===== config.mk =====
export PLATFORM = sky130hd
export DESIGN_NAME = vga_timing_gen
export DESIGN_NICKNAME = d
export VERILOG_FILES = /design/src/rtl/vga_timing_gen.sv
export SDC_FILE = /design/constraint.sdc
export NUM_CORES = 1
export LEC_CHECK = 0
export BUFFER_PORTS_ARGS = -buffer_cell sky130_fd_sc_hd__clkbuf_2
export CAP_MARGIN = 0
export CORE_MARGIN = 1.5
export CORE_UTILIZATION = 58
export CTS_BUF_LIST = sky130_fd_sc_hd__clkbuf_16
export DETAILED_ROUTE_END_ITERATION = 7
export PLACE_DENSITY = 0.83
export SYNTH_ARGS = -nofsm -noshare
export SYNTH_HDL_FRONTEND = slang
export SYNTH_SLANG_ARGS = --single-unit

===== constraint.sdc =====
create_clock -name Clk -period 3.2 [get_ports Clk]
set_input_delay 0.64 -clock Clk [delete_from_list [all_inputs] [get_ports Clk]]
set_output_delay 0.64 -clock Clk [all_outputs]
set_load 0.01 [all_outputs]

===== src/rtl/vga_timing_gen.sv =====
// Raster timing source: pixel-rate divider, H/V scan counters, registered sync/blank/coordinates, frame tick.
// Latency: every output is registered and reflects the counter values that take effect on the same Clk edge.
// Backpressure: none; free-running source, downstream must accept every pixel at the pix_en rate.
module vga_timing_gen #(
    parameter int PIX_DIV = 2,
    parameter int H_VIS   = 640,
    parameter int H_FP    = 16,
    parameter int H_SYNC  = 96,
    parameter int H_BP    = 48,
    parameter int V_VIS   = 480,
    parameter int V_FP    = 10,
    parameter int V_SYNC  = 2,
    parameter int V_BP    = 33
) (
    input  logic       Clk,
    input  logic       Reset_n,
    output logic       pix_en,
    output logic       hs,
    output logic       vs,
    output logic       blank,
    output logic [9:0] DrawX,
    output logic [9:0] DrawY,
    output logic       frame_tick
);

    localparam int H_TOTAL = H_VIS + H_FP + H_SYNC + H_BP;
    localparam int V_TOTAL = V_VIS + V_FP + V_SYNC + V_BP;
    localparam int DIV_W   = (PIX_DIV > 1) ? $clog2(PIX_DIV) : 1;

    localparam logic [DIV_W-1:0] DIV_LAST = DIV_W'(PIX_DIV - 1);
    localparam logic [9:0]       H_LAST   = 10'(H_TOTAL - 1);
    localparam logic [9:0]       V_LAST   = 10'(V_TOTAL - 1);

    // Window bounds are 11 bits so an end bound equal to a 1024 total does not wrap to zero.
    localparam logic [10:0] HS_BEG  = 11'(H_VIS + H_FP);
    localparam logic [10:0] HS_END  = 11'(H_VIS + H_FP + H_SYNC);
    localparam logic [10:0] VS_BEG  = 11'(V_VIS + V_FP);
    localparam logic [10:0] VS_END  = 11'(V_VIS + V_FP + V_SYNC);
    localparam logic [10:0] H_VIS_L = 11'(H_VIS);
    localparam logic [10:0] V_VIS_L = 11'(V_VIS);

    if (PIX_DIV < 1 || H_VIS < 1 || V_VIS < 1 || H_TOTAL > 1024 || V_TOTAL > 1024) begin : g_param_check
        $error("vga_timing_gen: PIX_DIV must be >= 1 and raster totals must fit 10-bit counters");
    end

    logic [DIV_W-1:0] div;
    logic [DIV_W-1:0] div_nxt;
    logic [9:0]       hc;
    logic [9:0]       vc;
    logic [9:0]       hc_nxt;
    logic [9:0]       vc_nxt;
    logic             line_wrap;
    logic [10:0]      hx;
    logic [10:0]      vx;

    // Counters step on the edge that closes a pix_en cycle; sync/blank are decoded from the
    // post-edge counter values so all outputs move together.
    always_comb begin
        div_nxt   = (div == DIV_LAST) ? '0 : div + DIV_W'(1);
        line_wrap = pix_en && (hc == H_LAST);
        hc_nxt    = hc;
        vc_nxt    = vc;
        if (pix_en) begin
            hc_nxt = (hc == H_LAST) ? 10'd0 : hc + 10'd1;
        end
        if (line_wrap) begin
            vc_nxt = (vc == V_LAST) ? 10'd0 : vc + 10'd1;
        end
        hx = {1'b0, hc_nxt};
        vx = {1'b0, vc_nxt};
    end

    always_ff @(posedge Clk or negedge Reset_n) begin
        if (!Reset_n) begin
            div        <= '0;
            pix_en     <= 1'b0;
            hc         <= 10'd0;
            vc         <= 10'd0;
            hs         <= 1'b1;
            vs         <= 1'b1;
            blank      <= 1'b1;
            frame_tick <= 1'b0;
        end else begin
            div        <= div_nxt;
            pix_en     <= (div_nxt == DIV_LAST);
            hc         <= hc_nxt;
            vc         <= vc_nxt;
            hs         <= !((hx >= HS_BEG) && (hx < HS_END));
            vs         <= !((vx >= VS_BEG) && (vx < VS_END));
            blank      <= (hx < H_VIS_L) && (vx < V_VIS_L);
            // Only the line wrap into the first invisible line reaches (0, V_VIS).
            frame_tick <= line_wrap && (vx == V_VIS_L);
        end
    end

    assign DrawX = hc;
    assign DrawY = vc;

endmodule


==> results.py, run 1 <==
metrics = {
    "sta": {
        "hold_viol_final": 0,
        "finalCritPeriodShare_pct": 73.2,
        "rsz0062_at_grt": "no",
        "setup_viol": 0,
        "whs_ps": 374,
        "max_slew.worst_pin.slew_ps": 607,
        "finalClockSkew_ps": 7.62,
        "fmax_ghz": 0.427,
        "drv_slew": 0,
        "period_needed_ps": 2340,
        "max_slew_margin_pct": 59.6,
        "tns_ps": 0,
    },
    "floorplan": {
        "io_pins": 27,
        "rows": 17,
        "core_sq_um": 2280,
        "start_util_pct": 63.2,
        "die_width_um": 52.8,
        "chipHeight_um": 52.8,
        "die-area_sq_um": 2790,
    },
    "clocking": {
        "clkTransAtPathRegs_ps": 70,
        "cts_resized": 0,
        "insertion_delay_ps": 260,
        "root_buffer": "clkbuf_16",
        "postCtsSetupBuffers": 0,
        "cts_tree": "yes",
        "cts_buffers": 3,
        "ctsLongestPathBuffers": 2,
        "cts.sinks": 25,
        "cts.hold.buffers_added": 0,
        "htreeDepth": 1,
    },
    "synthesis": {
        "yosysMostFrequentCell": "dfrtp_1",
        "synthCells": 147,
        "yosys_register_bits": 25,
        "yosysTopAreaCell": "dfrtp_1",
        "synth_edf_count": 0,
        "synth_warnings": 0,
        "yosys_most_used_dff": "dfrtp_1",
        "ys_types": 39,
        "syn_area_sq_um": 1440,
        "async_reset_ff_share_pct": 100,
        "ys_top_cells_by_area": "dfrtp_1 38%, dfstp_2 5.5%, xnor2_1 4.3%",
        "avgSynthCellArea_sq_um": 9.78,
        "netlist.area_leader.share_pct": 38.3,
        "synthTopCellsByCount": "22 x dfrtp_1, 16 x nand2_1, 11 x o21ai_0",
        "syn-num-nets": 152,
        "seq_area_frac_synth_pct": 43.8,
    },
    "routing": {
        "ant_nets": 0,
        "drt-initial-drc-count": 32,
        "detail_route.first_pass.iterations": 6,
        "via_count": 1233,
        "drcViolationCount": 0,
        "wl_per_cell_um": 14.6,
        "via_per_inst": 6.20,
        "wl_mm": 2.91,
    },
    "placed_design": {
        "place_hpwl_mm": 2.22,
        "port_buffers": 26,
        "gp_congestion": 0.797,
    },
    "critical_path": {
        "cp-end-kind": "flip-flop",
        "worstPathRequired_ps": 3400,
        "cp_slowest_cell": "or4_4",
        "startpoint_type": "flip-flop",
        "crit_chain": "ha_1, nand4bb_4, or4_4, or3_4, a211oi_2, o2111a_1",
        "arrival_ps": 2540,
        "r2r_cells": 6,
        "cp_max_fo": 6,
        "critical_path_class": "flip-flop to flip-flop",
        "cp_slowest_stage_delay_ps": 560,
    },
    "pwr": {
        "p_leak_nw": 0.792,
        "p_per_area_nw_per_um2": 367,
        "ir_worst_vdd_uv": 294,
    },
    "min_path": {
        "hold_path_class": "input port to asynchronous set/reset pin",
    },
    "grt": {
        "gr-total-overflow": 0,
        "grt_use_total_pct": 24.3,
        "grt_max_degree": 26,
        "grt_pass1_wl_mm": 4.94,
        "grt_pass1_vias": 1099,
        "antenna_found_initial": 0,
    },
    "layout": {
        "drive_above_1_share_pct": 24.0,
        "area_growth_pct": 13.3,
        "n_antenna_cell": 0,
        "nNetsFinal": 177,
    },
    "status": {
        "status": "complete, no violations",
    },
    "flow_run": {
        "max_cap_violations": 0,
    },
}
-- per-layer routing --
metal	part of all wire, %	GRT usage [%]
met5	0	0
met4	1.2	9.83
met3	6.4	4.29
met2	51	41.7
met1	41	29.9
-- kinds of logic (layout without fill, tap and decap cells) --
family	after synthesis	after routing	share of synthesized area (%)
and+or+nand+nor	66	66	27.9
adders and majority gates	3	3	2.61
xor gates and xnor gates	11	11	6.70
muxes	2	2	1.39
DFF	25	25	43.8
AOI/OAI and AO/OA	27	27	12.1
buffers and inverters	13	37	5.48
-- power by group --
| group | switching [mW] | total (mW) | internal, mW | leakage [nW] |
|---|---|---|---|---|
| clock | 0.109 | 0.276 | 0.167 | 0.0423 |
| combinational | 0.00573 | 0.00615 | 0.000418 | 0.425 |
| sequential | 0 | 0.316 | 0.316 | 0.325 |
-- cell type report --
type	count	area, sq um
clock buffers	3	75.1
clock inverters	1	3.75
fillers	161	647
inverters	7	26.3
multi-input cells	109	729
flip-flops and latches	25	629
well taps	28	35.0
repair buffers	26	130
-- final timing paths --
path | from | endpoint | slack [ps]
worst max register to register | DrawX[0] | frame_tick | 860
worst min-delay path | Reset_n | DrawY[0] | 370
worst min register to register | DrawY[8] | DrawY[8] | 540
max in group asynchronous | Reset_n | DrawX[8] | 2420
min in group Clk | DrawY[8] | DrawY[8] | 540
worst max-delay path | DrawX[0] | frame_tick | 860
-- cell usage in the layout, fill, tap and decap left out, types with 2 or more instances in the layout --
cell type and n:
clkbuf_2 26, dfrtp_1 22, nand2_1 16, o21ai_0 11, inv_1 8, nor2_1 8, nand4_1 7, xnor2_1 7
nand3_1 6, nor3_1 6, and3_1 5, a21oi_1 5, a21o_1 4, xor2_1 4, ha_1 3, dfstp_2 3
clkbuf_16 3, nor4b_1 2, nor4_1 2, a22o_1 2, or3_1 2, mux2i_1 2
-- through the flow --
step	power, mW	utilization, %	area (sq um)	cells	setup slack, ps
after detailed placement	0.329	68.1	1550	195	870
after global routing	0.616	71.6	1630	199	723
final	0.599	71.6	1630	199	857
after CTS	0.599	71.6	1630	199	851
after floorplan	0.322	-	1440	147	970
after global placement	0.328	68.1	1550	195	944
-- worst max-delay path: cells and delay by family, from the launching register on --
| family | cells | cell delay [ps] |
|---|---|---|
| simple gates | 3 | 1050 |
| flops | 1 | 420 |
| fa+ha+maj | 1 | 280 |
| compound gates | 2 | 530 |
-- sequential cells by signal, summed over array words and instances, names as in the netlist --
| name | flops |
|---|---|
| vs | 1 |
| div | 1 |
| frame_tick | 1 |
| DrawX | 10 |
| blank | 1 |
| hs | 1 |
| DrawY | 10 |
Power figures use the tool's default switching activity.
==> inputs of run 2 (changes only) <==
ABC_AREA = 1   (was not set)
CORE_UTILIZATION = 49   (was 58)
PLACE_DENSITY = 0.74   (was 0.83)
clock period = 1.99 ns   (was 3.2 ns; I/O delays follow)
==> run 2 against run 1 <==
Die area increased by 22%. Non-clock buffer count up 2. Combinational power grew 59%. Final area increased by 7.8%. Clock-buffer cell count is the same. Largest cell class unchanged. Highest routed layer unchanged.
==> results.py, run 2 <==
metrics = {
    "synthesis": {
        "ys_types": 27,
        "yosysTopAreaCell": "dfrtp_1",
        "seq_area_frac_synth_pct": 42.0,
        "yosysMostFrequentCell": "nand2_1",
        "synthTopCellsByCount": "58 x nand2_1, 29 x inv_1, 22 x dfrtp_1",
        "yosys_register_bits": 25,
        "async_reset_ff_share_pct": 100,
        "avgSynthCellArea_sq_um": 7.60,
        "yosys_most_used_dff": "dfrtp_1",
        "ys_top_cells_by_area": "dfrtp_1 37%, nand2_1 15%, inv_1 7.3%",
        "synthCells": 197,
        "netlist.area_leader.share_pct": 36.8,
        "synth_edf_count": 0,
        "synth_warnings": 0,
        "syn_area_sq_um": 1500,
        "syn-num-nets": 202,
    },
    "clocking": {
        "cts_tree": "yes",
        "ctsLongestPathBuffers": 2,
        "cts.hold.buffers_added": 0,
        "htreeDepth": 1,
        "insertion_delay_ps": 260,
        "cts_buffers": 3,
        "clkTransAtPathRegs_ps": 70,
        "root_buffer": "clkbuf_16",
        "cts.sinks": 25,
    },
    "placed_design": {
        "gp_congestion": 0.824,
        "placed_cells": 252,
        "port_buffers": 26,
        "dpl_cell_area_sq_um": 1650,
        "place_hpwl_mm": 2.33,
        "place_ws_ps": 147,
    },
    "layout": {
        "drive_above_1_share_pct": 25.4,
        "n_antenna_cell": 0,
        "final_area_sq_um": 1760,
        "layout_common_cells": "58 x nand2_1, 29 x inv_1, 26 x clkbuf_2",
        "final_core_util_pct": 62.1,
        "fin_cells": 259,
        "final_common_cell": "nand2_1",
        "nNetsFinal": 234,
        "area_growth_pct": 17.3,
    },
    "routing": {
        "wl_mm": 3.14,
        "drt-initial-drc-count": 77,
        "drcViolationCount": 0,
        "wl_per_cell_um": 12.1,
        "detail_route.first_pass.iterations": 5,
        "ant_nets": 0,
        "via_per_inst": 5.12,
        "via_count": 1327,
    },
    "grt": {
        "gr-total-overflow": 0,
        "grt_pass1_wl_mm": 5.70,
        "grt_pass1_vias": 1256,
        "antenna_found_initial": 0,
        "grt_use_total_pct": 21.6,
        "grt_max_degree": 26,
    },
    "sta": {
        "fmax_ghz": 0.568,
        "whs_ps": 131,
        "tns_ps": 0,
        "finalWorstSetupSlack_ps": 229,
        "max_slew_margin_pct": 60.0,
        "finalCritPeriodShare_pct": 88.5,
        "period_needed_ps": 1760,
        "finalClockSkew_ps": 7.52,
        "rsz0062_at_grt": "no",
        "drv_slew": 0,
        "max_slew.worst_pin.slew_ps": 600,
        "setup_viol": 0,
        "hold_viol_final": 0,
    },
    "critical_path": {
        "worstSetupEndpoint": "vs",
        "arrival_ps": 1950,
        "critical_path_class": "flip-flop to flip-flop",
        "r2r_end": "vs",
        "worstPathRequired_ps": 2170,
        "startpoint_type": "flip-flop",
        "reg2reg_setup_slack_ps": 230,
        "r2r-start": "DrawX[1]",
        "cp_max_fo": 8,
        "setup.worst_path.start": "DrawX[1]",
        "cp-end-kind": "flip-flop",
        "r2r_cells": 10,
    },
    "floorplan": {
        "io_pins": 27,
        "die_width_um": 58.3,
        "die-area_sq_um": 3400,
        "rows": 19,
        "core_sq_um": 2830,
        "start_util_pct": 52.9,
        "chipHeight_um": 58.3,
    },
    "flow_run": {
        "max_cap_violations": 0,
    },
    "min_path": {
        "hold_path_class": "input port to asynchronous set/reset pin",
    },
    "pwr": {
        "ir_worst_vdd_uv": 540,
        "p_leak_nw": 0.926,
        "p_per_area_nw_per_um2": 547,
        "power.total_mw": 0.961,
    },
    "status": {
        "status": "complete, no violations",
    },
}
-- run 2: power by group --
| part | switching, mW | internal, mW | total (mW) |
|---|---|---|---|
| logic | 0.00912 | 0.000672 | 0.00979 |
| clock network | 0.172 | 0.270 | 0.443 |
| registers | 0 | 0.508 | 0.508 |
-- run 2: kinds of logic (layout without fill, tap and decap cells) --
family	Yosys count	after routing	synth area share, %
compound gates	15	15	6.27
simple gates	117	118	37.7
xor+xnor	5	5	2.92
fa+ha+maj	3	3	2.51
flops	25	25	42.0
buf+inv	32	62	8.60
-- run 2: how the worst min path moves through the flow --
| stage | to | start | depth (start not counted) |
|---|---|---|---|
| 2_1_floorplan | DrawX[0] | Reset_n | 0 |
| 3_3_place_gp | DrawY[1] | Reset_n | 1 |
| 3_5_place_dp | DrawY[1] | Reset_n | 1 |
| 4_1_cts | DrawY[1] | Reset_n | 1 |
| 5_1_grt | DrawY[1] | Reset_n | 1 |
| 6_report | DrawY[1] | Reset_n | 1 |
-- run 2: repair_timing --
action,in CTS,in global routing
resized for setup,0,1
endpoints found under the setup margin,0,2
buffers inserted,0,2
-- run 2: area by class of cell --
cell class              instances  area [sq um]
fillers                       272          1070
multi-input cells             141           749
flip-flops and latches         25           631
repair buffers                 28           145
inverters                      30           113
clock buffers                   3          75.1
well taps                      31          38.8
clock inverters                 1          5.00
-- run 2: worst max-delay path, stage by stage, from the launching register on --
cell and delay (ps):
dfrtp_1 400, ha_1 230, nand3_2 100, nor2_4 170, nand2_2 130, nor2_8 180
nand3_1 100, o21ai_2 100, nand2_1 90, nor2_2 100, nand3_1 70
-- run 2: metal layers --
layer	vias up	track usage, %	wire (um)	part of all wire [%]
met5	-	0	0	0
met4	0	3.99	8	0.26
met3	2	3.35	125	4.0
met2	31	31.5	1430	46
met1	616	33.9	1570	50
li1	678	-	-	-
==> inputs of run 3 (changes only) <==
RECOVER_POWER = 50   (was not set)
==> run 3 against run 2 <==
Non-clock buffer count unchanged. Clock power barely moved. Hold slack improved by 270 ps. Clock-buffer cell count stayed put. Worst setup slack better by 1.5 ps. Flip-flop and latch count unchanged. Via count about the same. Final area decreased by 0.78%. Die area is the same. Maximum frequency hardly changed. Critical endpoint is now frame_tick. Largest power group unchanged.
==> results.py, run 3 (synthesis gave the netlist of run 2 again) <==
metrics = {
    "status": {
        "status": "complete, no violations",
    },
    "critical_path": {
        "critical_path_class": "flip-flop to flip-flop",
        "cp-end-kind": "flip-flop",
        "startpoint_type": "flip-flop",
        "arrival_ps": 1950,
        "worst_path_most_repeated_cell": "nand2_1",
        "cp_slowest_stage_delay_ps": 410,
        "worstPathRequired_ps": 2190,
        "crit_chain": "ha_1, nand3_2, nor2_4, nand2_2, nor2_8, nand2_1, nand2_1, nand2_1, nor2_2, nand2_1, nor2_2",
        "cp_slowest_cell": "dfrtp_1",
        "cp_max_fo": 8,
    },
    "layout": {
        "final_area_sq_um": 1740,
        "n_antenna_cell": 0,
        "layout_common_cells": "58 x nand2_1, 29 x inv_1, 21 x dfrtp_1",
        "fin_cells": 259,
        "drive_above_1_share_pct": 20.6,
        "final_common_cell": "nand2_1",
        "nNetsFinal": 234,
        "area_growth_pct": 16.4,
    },
    "clocking": {
        "htreeDepth": 1,
        "cts_tree": "yes",
        "root_buffer": "clkbuf_16",
        "ctsLongestPathBuffers": 2,
        "cts.sinks": 25,
        "cts_buffers": 3,
        "insertion_delay_ps": 260,
        "clkTransAtPathRegs_ps": 70,
    },
    "placed_design": {
        "gp_congestion": 0.824,
        "port_buffers": 26,
        "dpl_cell_area_sq_um": 1650,
        "place_hpwl_mm": 2.33,
        "placed_cells": 252,
        "place_ws_ps": 147,
    },
    "routing": {
        "detail_route.first_pass.iterations": 5,
        "wl_per_cell_um": 12.2,
        "via_per_inst": 5.13,
        "wl_mm": 3.16,
        "via_count": 1328,
        "drcViolationCount": 0,
        "drt-initial-drc-count": 54,
        "ant_nets": 0,
    },
    "sta": {
        "drv_slew": 0,
        "max_slew.worst_pin.slew_ps": 1300,
        "rsz0062_at_grt": "no",
        "period_needed_ps": 1760,
        "setup_viol": 0,
        "hold_viol_final": 0,
        "fmax_ghz": 0.568,
        "finalCritPeriodShare_pct": 88.4,
        "max_slew_margin_pct": 13.6,
        "finalWorstSetupSlack_ps": 230,
        "tns_ps": 0,
        "finalClockSkew_ps": 6.73,
    },
    "pwr": {
        "clkPwrFrac_pct": 46.2,
        "p_leak_nw": 0.890,
        "pwr-share-comb_pct": 1.0,
        "p_sw_share_pct": 19.0,
        "ir_worst_vdd_uv": 545,
        "p_seq_share_pct": 52.9,
        "internal_power_mw": 0.779,
        "p_per_area_nw_per_um2": 552,
        "p_sw_mw": 0.183,
    },
    "grt": {
        "grt_use_total_pct": 21.6,
        "grt_max_degree": 26,
        "grt_pass1_vias": 1256,
        "antenna_found_initial": 0,
        "grt_pass1_wl_mm": 5.70,
        "gr-total-overflow": 0,
    },
    "min_path": {
        "hold_path_class": "input port to asynchronous set/reset pin",
    },
    "flow_run": {
        "max_cap_violations": 0,
    },
    "floorplan": {
        "core_sq_um": 2830,
        "die-area_sq_um": 3400,
        "io_pins": 27,
        "die_width_um": 58.3,
        "rows": 19,
        "start_util_pct": 52.9,
        "chipHeight_um": 58.3,
    },
}
[run 3: power by group through the flow]
stage	logic (mW)	registers (mW)	clock network [mW]
floorplan	0.000000448	0.518	0
global placement	0.0110	0.518	0
detailed placement	0.0110	0.518	0
CTS	0.0110	0.508	0.451
global route	0.0120	0.508	0.470
finish	0.00958	0.508	0.444
[run 3: worst max-delay path, delay by kind of cell (launching register included)]
family,cells,cell delay [ps]
adders and majority gates,1,230
DFF,1,410
and+or+nand+nor,10,1030
[run 3: layer usage]
metal	GRT usage [%]	vias up	part of all wire (%)	wire [um]
li1	-	678	-	-
met3	3.35	2	3.4	109
met1	33.9	621	51	1620
met5	0	-	0	0
met2	31.5	27	45	1420
met4	3.99	0	0.25	8
[run 3: timing repair]
| action | in CTS | in global routing |
|---|---|---|
| hold buffers | 0 | 0 |
| gates resized for setup | 0 | 1 |
| setup buffers | 0 | 2 |
| setup endpoints to repair | 0 | 2 |
[run 3: final timing paths]
path	to	slack, ps	start	cells after the start
setup / recovery	frame_tick	230	DrawX[1]	11
hold / removal	DrawY[1]	400	Reset_n	1
setup reg to reg	frame_tick	230	DrawX[1]	11
hold reg to reg	DrawX[0]	510	DrawX[0]	1
max in group asynchronous	DrawX[0]	730	Reset_n	1
min in group Clk	DrawX[0]	510	DrawX[0]	1
[run 3: layout make-up]
| class | count | area [sq um] |
|---|---|---|
| fillers | 278 | 1090 |
| multi-input cells | 141 | 749 |
| flip-flops and latches | 25 | 631 |
| repair buffers | 28 | 131 |
| inverters | 30 | 113 |
| clock buffers | 3 | 75.1 |
| well taps | 31 | 38.8 |
| clock inverters | 1 | 5.00 |
[run 3: through the flow]
step           utilization (%)  power (mW)  hold slack, ps
2_1_floorplan                -       0.518             102
3_3_place_gp              58.3       0.529             442
3_5_place_dp              58.3       0.529             443
4_1_cts                   61.2       0.971             165
5_1_grt                   61.6       0.990             537
6_report                  61.6       0.962             404
